`src/rtl/bus_pkg.sv`:
```
// Shared bus types for the node adapter.
// NUMNODES falls back to 4 when the build does not provide it.
`ifndef NUMNODES
`define NUMNODES 4
`endif

package bus_pkg;

  localparam int ADDR_W = 48;
  localparam int NODE_W = $clog2(`NUMNODES) + 1;

  typedef logic [NODE_W-1:0] node_id_t;

  typedef struct packed {
    node_id_t          dest;
    logic [ADDR_W-1:0] mem_address;
  } bus_req_t;

endpackage

```
`src/rtl/bus_node_if_fifo.sv`:
```
// Synchronous FIFO with wrap-bit pointers; head reads 0 when empty.
// A push into a full FIFO only lands if a pop happens the same cycle.
module sync_fifo #(
  parameter int WIDTH = 8,
  parameter int DEPTH = 4
) (
  input  logic             clk,
  input  logic             rst_l,
  input  logic             push_i,
  input  logic             pop_i,
  input  logic [WIDTH-1:0] wdata_i,
  output logic             full_o,
  output logic             empty_o,
  output logic [WIDTH-1:0] head_o
);

  localparam int AW = $clog2(DEPTH);

  logic [AW:0]      wr_q, wr_d;
  logic [AW:0]      rd_q, rd_d;
  logic [WIDTH-1:0] mem_q [DEPTH];
  logic             do_push;
  logic             do_pop;

  assign empty_o = (wr_q == rd_q);
  assign full_o  = (wr_q[AW] != rd_q[AW]) &&
                   (wr_q[AW-1:0] == rd_q[AW-1:0]);

  assign do_pop  = pop_i && !empty_o;
  assign do_push = push_i && (!full_o || do_pop);

  assign wr_d = do_push ? wr_q + 1'b1 : wr_q;
  assign rd_d = do_pop  ? rd_q + 1'b1 : rd_q;

  assign head_o = empty_o ? '0 : mem_q[rd_q[AW-1:0]];

  always_ff @(posedge clk or negedge rst_l) begin
    if (!rst_l) begin
      wr_q <= '0;
      rd_q <= '0;
    end else begin
      wr_q <= wr_d;
      rd_q <= rd_d;
    end
  end

  always_ff @(posedge clk) begin
    if (do_push) mem_q[wr_q[AW-1:0]] <= wdata_i;
  end

endmodule

```
`src/rtl/bus_node_if.sv`:
```
// Per-node bus endpoint: TX request queue and RX delivery buffer.
// Define BUS_NODE_IF_TIMEOUT_EN to add the tx_timeout watchdog.
module bus_node_if
  import bus_pkg::*;
#(
  parameter int NUM_PROC       = `NUMNODES,
  parameter int NODE_ID        = 0,
  parameter int TX_DEPTH       = 4,
  parameter int RX_DEPTH       = 4,
  parameter int TIMEOUT_CYCLES = 255
) (
  input  logic                      clk,
  input  logic                      rst_l,
  input  logic                      tx_valid,
  output logic                      tx_ready,
  input  logic [ADDR_W-1:0]         tx_addr,
  input  logic [$clog2(NUM_PROC):0] tx_dest,
  output logic                      rx_valid,
  input  logic                      rx_ready,
  output logic [ADDR_W-1:0]         rx_addr,
  output logic                      bus_req_avail,
  output logic [ADDR_W-1:0]         bus_addr,
  output logic [$clog2(NUM_PROC):0] bus_dest,
  input  logic                      bus_processed,
  input  logic                      bus_deliver,
  input  logic [ADDR_W-1:0]         bus_deliver_addr,
  output logic [7:0]                rx_drop_cnt,
`ifdef BUS_NODE_IF_TIMEOUT_EN
  output logic                      tx_timeout,
`endif
  output logic                      proto_err
);

  localparam int  DW    = $clog2(NUM_PROC) + 1;
  localparam bit  ID_OK = (NODE_ID < NUM_PROC);

  bus_req_t tx_wr;
  bus_req_t tx_head;
  logic     tx_full, tx_empty;
  logic     tx_fire, tx_push, tx_pop;
  logic     dest_bad;

  logic     rx_full, rx_empty;
  logic     rx_push, rx_pop, rx_drop;

  logic       err_q, err_d;
  logic [7:0] drop_q, drop_d;

  assign tx_ready = rst_l && !tx_full;
  assign dest_bad = (tx_dest >= DW'(NUM_PROC));
  assign tx_fire  = tx_valid && tx_ready;
  assign tx_push  = tx_fire && !dest_bad;
  assign tx_pop   = bus_processed && !tx_empty;

  assign tx_wr.dest        = tx_dest;
  assign tx_wr.mem_address = tx_addr;

  sync_fifo #(
    .WIDTH ($bits(bus_req_t)),
    .DEPTH (TX_DEPTH)
  ) u_tx_fifo (
    .clk     (clk),
    .rst_l   (rst_l),
    .push_i  (tx_push),
    .pop_i   (tx_pop),
    .wdata_i (tx_wr),
    .full_o  (tx_full),
    .empty_o (tx_empty),
    .head_o  (tx_head)
  );

  assign bus_req_avail = !tx_empty;
  assign bus_addr      = tx_head.mem_address;
  assign bus_dest      = tx_head.dest;

  assign rx_pop  = rx_valid && rx_ready;
  assign rx_push = bus_deliver && (!rx_full || rx_pop);
  assign rx_drop = bus_deliver && rx_full && !rx_pop;

  sync_fifo #(
    .WIDTH (ADDR_W),
    .DEPTH (RX_DEPTH)
  ) u_rx_fifo (
    .clk     (clk),
    .rst_l   (rst_l),
    .push_i  (rx_push),
    .pop_i   (rx_pop),
    .wdata_i (bus_deliver_addr),
    .full_o  (rx_full),
    .empty_o (rx_empty),
    .head_o  (rx_addr)
  );

  assign rx_valid = !rx_empty;

  assign err_d  = err_q ||
                  (bus_processed && tx_empty) ||
                  (tx_fire && dest_bad);
  assign drop_d = (rx_drop && drop_q != 8'hFF) ? drop_q + 8'd1 : drop_q;

  always_ff @(posedge clk or negedge rst_l) begin
    if (!rst_l) begin
      err_q  <= 1'b0;
      drop_q <= '0;
    end else begin
      err_q  <= err_d;
      drop_q <= drop_d;
    end
  end

  // A NODE_ID outside the bus can never be addressed; flag it permanently.
  assign proto_err   = err_q || (rst_l && !ID_OK);
  assign rx_drop_cnt = drop_q;

`ifdef BUS_NODE_IF_TIMEOUT_EN
  localparam int TW = $clog2(TIMEOUT_CYCLES + 1);

  logic [TW-1:0] wait_q, wait_d;
  logic          tmo_q, tmo_d;

  always_comb begin
    wait_d = wait_q;
    if (tx_empty || bus_processed) wait_d = '0;
    else if (wait_q != TW'(TIMEOUT_CYCLES)) wait_d = wait_q + 1'b1;
  end

  assign tmo_d = tmo_q || (wait_q == TW'(TIMEOUT_CYCLES));

  always_ff @(posedge clk or negedge rst_l) begin
    if (!rst_l) begin
      wait_q <= '0;
      tmo_q  <= 1'b0;
    end else begin
      wait_q <= wait_d;
      tmo_q  <= tmo_d;
    end
  end

  assign tx_timeout = tmo_q;
`endif

endmodule

```
`config.mk`:
```
export PLATFORM = sky130hd
export DESIGN_NAME = bus_node_if
export DESIGN_NICKNAME = d
export VERILOG_FILES = /design/src/rtl/bus_pkg.sv /design/src/rtl/bus_node_if_fifo.sv /design/src/rtl/bus_node_if.sv
export SDC_FILE = /design/constraint.sdc
export NUM_CORES = 1
export LEC_CHECK = 0
export CORE_MARGIN = 2
export CORE_UTILIZATION = 30
export DETAILED_ROUTE_END_ITERATION = 7
export GPL_ROUTABILITY_DRIVEN = 0
export REMOVE_ABC_BUFFERS = 1
export SLEW_MARGIN = 30
export SYNTH_ARGS = -nofsm -noshare
export SYNTH_HDL_FRONTEND = slang
export SYNTH_HIERARCHICAL = 1
export SYNTH_SLANG_ARGS = --single-unit
```
`constraint.sdc`:
```
create_clock -name clk -period 4.6 [get_ports clk]
set_clock_uncertainty 0.05 [all_clocks]
set_input_delay 0.92 -clock clk [delete_from_list [all_inputs] [get_ports clk]]
set_output_delay 0.92 -clock clk [all_outputs]
set_load 0.1 [all_outputs]
```
==> metrics.md <==
| Metric | Value |
|---|---|
| Synth top cells by count | edfxtp_1 (396), nor2b_1 (102), mux4_2 (99), dfrtp_1 (21), clkbuf_1 (15) |
| WP buf/inv | 2 |
| Final Cycle Share | 82.7% |
| Crit path DAT | 2.83 ns |
| WHS | 0.432 ns |
| Hpwl dp | 20.9 mm |
| Port bufs | 215 |
| Worst Tran Pin Value | 0.964 ns |
| Die area | 56300 µm² |
| Initial core utilization | 30.3% |
| Cts hold-fix bufs | 0 |
| Post-synth ARST share | 5.04% |
| Worst-case reg-to-reg path depth | 8 |
| Hold depth | 2 |
| Synth-to-Final Area Change | 26.6% |
| Core area | 53800 µm² |
| WL final | 34.6 mm |
| Outcome | finished clean |
| Vias | 7937 |
| Worst-Skew Late Latency | 0.57 ns |
| Fill cell count | 4889 |
| Top cells by area, synth | edfxtp_1 (73%), mux4_2 (14%), nor2b_1 (3.9%), dfrtp_1 (3.2%), ha_1 (0.84%) |
| Synthesis-stage register bit count | 417 |
| Family with the most delay on the worst path | buffers and inverters |
| CP max FO | 49 |
| Most used DFF post-synth | edfxtp_1 |
| Die outline height | 237 µm |
| Most frequent cell after synthesis | edfxtp_1 |
| Leading area contributor after synthesis | edfxtp_1 |
| Initial DRC count | 395 |
| Register area share after synthesis | 76.1% |
| Yosys top cell area share | 72.9% |
| Setup WS pre-CTS | 1.02 ns |
| Final setup violating endpoints | 0 |
| Post-route ant nets | 0 |
| Longest Clk Path Bufs | 3 |
| Final worst path period need | 3.80 ns |
| Avg Inst Size Synth | 21.8 µm² |
| Grt ovf | 0 |
| Post-CTS setup buffers | 0 |
| Clock tree sinks | 417 |
| Share of cells above drive strength 1 | 31.3% |
| Vias in the first global route | 8465 |
| Vias per cell | 4.58 |
| Total of max-cap violations | 0 |
| Multi-input logic area | 3690 µm² |
| Post-synthesis cell area | 16300 µm² |
| Max-slew violations | 0 |
| Routed len/inst | 20.0 µm |
| Worst path depth | 5 |
| Cell variety after synth | 41 |
| Crit path kind | flop to output pin |
| TritonCTS buffer count | 45 |
| CP cell instances | xor2_2 > nor3_4 > buf_4 > nor2b_1 > buf_4 |
| Layout Nets | 1114 |
| Design area | 20700 µm² |
| Root buffer cell | clkbuf_16 |
| Row count | 85 |
| CP max-delay cell | dfrtp_4 |
| Reg area | 12400 µm² |
| Clock-pin slew on the worst setup and hold paths | 0.06 ns |
| DIE WIDTH | 237 µm |
| Antenna violations before repair | 9 |
| Crit path capture type | output pin |
| Max stage delay on crit path | 0.72 ns |
| Fmax achieved | 0.263 GHz |
| Count of final hold-check violations | 0 |
| Htree depth | 2 |
| Worst setup margin | 0.797 ns |
| IO Count | 216 |
| Startpoint Class | flop |
| Slew headroom | 35.5% |
| Hold/Removal Path Class | flop to flop |
| First-pass DRT Iterations | 4 |
| Area post-placement | 19100 µm² |
| CTS tree | yes |
| Worst Path Required | 3.63 ns |
| Cell count after synthesis | 749 |
| Largest net degree at the start of global routing | 54 |
| Synthesis Warnings | 6 |
| Post-synth EDFFs | 396 |
| Global-route usage over all layers | 12.3% |
| Post-CTS Resized | 0 |
| First-pass GRT wire length | 52.4 mm |
| RSZ-0062 raised after global routing | no |
| Top cell by count, worst path | buf_4 |
| Residual DRC | 0 |
[layer usage]
metal	vias up	wire length [µm]	global-route usage, %
met5	-	98	0
met4	16	635	3.43
met3	67	3610	5.48
met2	244	15900	19.3
met1	4082	14400	15.5
li1	3528	-	-
[final cells by class]
type / count / share of cell area, %
tap: 696 / 4.22
timing repair buffer: 236 / 10.3
clock buffer: 56 / 5.86
multi-input combinational: 288 / 17.8
clock inverter: 27 / 1.45
inverter: 10 / 0.182
antenna: 2 / 0.0242
sequential: 417 / 60.2
[path summary, 6_finish.rpt]
check,startpoint,endpoint,slack (ns)
setup / recovery,u_tx_fifo/rd_q[0]$_DFFE_PN0P_,bus_addr[15],0.80
hold / removal,proto_err$_DFF_PN0_,proto_err$_DFF_PN0_,0.43
setup reg to reg,u_rx_fifo/rd_q[0]$_DFFE_PN0P_,u_rx_fifo/mem_q[3][25]$_DFFE_PP_,1.31
hold reg to reg,proto_err$_DFF_PN0_,proto_err$_DFF_PN0_,0.43
max in group asynchronous,rst_l,u_rx_fifo/rd_q[0]$_DFFE_PN0P_,3.53
min in group asynchronous,rst_l,proto_err$_DFF_PN0_,0.69
[layout by cell type, fill, tap and decap left out, types with 3 or more instances in the layout]
master and n:
edfxtp_1 396, buf_4 118, clkdlybuf4s50_1 113, nor2b_1 102, mux4_2 99, clkbuf_16 47
dfrtp_1 17, xnor2_1 12, ha_1 11, clkinv_2 10, clkbuf_1 9, inv_1 8
nand2_1 8, mux2_2 6, bufinv_16 6, and3_2 6, clkinv_1 5, buf_12 5
nand3_1 4, nor2_1 3, xor2_1 3, o41ai_2 3
[per-stage QoR]
| stage | TNS (ns) | instances | util, % |
|---|---|---|---|
| after global routing | 0 | 1730 | 38.4 |
| after global placement | 0 | 1647 | 35.6 |
| after floorplan | -751.43 | 715 | - |
| after CTS | 0 | 1730 | 38.4 |
| final | 0 | 1732 | 38.4 |
| after detailed placement | 0 | 1647 | 35.6 |
[state kept, by name (all words and copies together), names as in the netlist]
| name | flops |
|---|---|
| u_tx_fifo/mem_q | 204 |
| u_rx_fifo/mem_q | 192 |
| rx_drop_cnt | 8 |
| u_rx_fifo/rd_q | 3 |
| u_rx_fifo/wr_q | 3 |
| u_tx_fifo/rd_q | 3 |
| u_tx_fifo/wr_q | 3 |
| proto_err | 1 |
[logic make-up (layout without fill, tap and decap cells)]
family | count (synthesis) | count (layout) | synth area share [%]
muxes | 107 | 107 | 14.2
adders and majority gates | 11 | 11 | 0.844
DFF | 417 | 417 | 76.1
buffers and inverters | 44 | 329 | 1.38
other | 0 | 2 | 0
and+or+nand+nor | 136 | 136 | 5.18
AOI/OAI and AO/OA | 15 | 15 | 0.897
xor gates and xnor gates | 19 | 19 | 1.34
[worst reg2reg max path, stage by stage (launching register included)]
cell	delay (ns)
dfrtp_4	0.66
xor2_2	0.39
nor3_4	0.08
nor2b_1	0.46
o21a_1	0.25
and2_1	0.15
o41ai_1	0.12
inv_2	0.50
buf_12	0.32
Power is not shown: default switching activity piles up to over one toggle a cycle in this logic, so the estimate is an artifact.
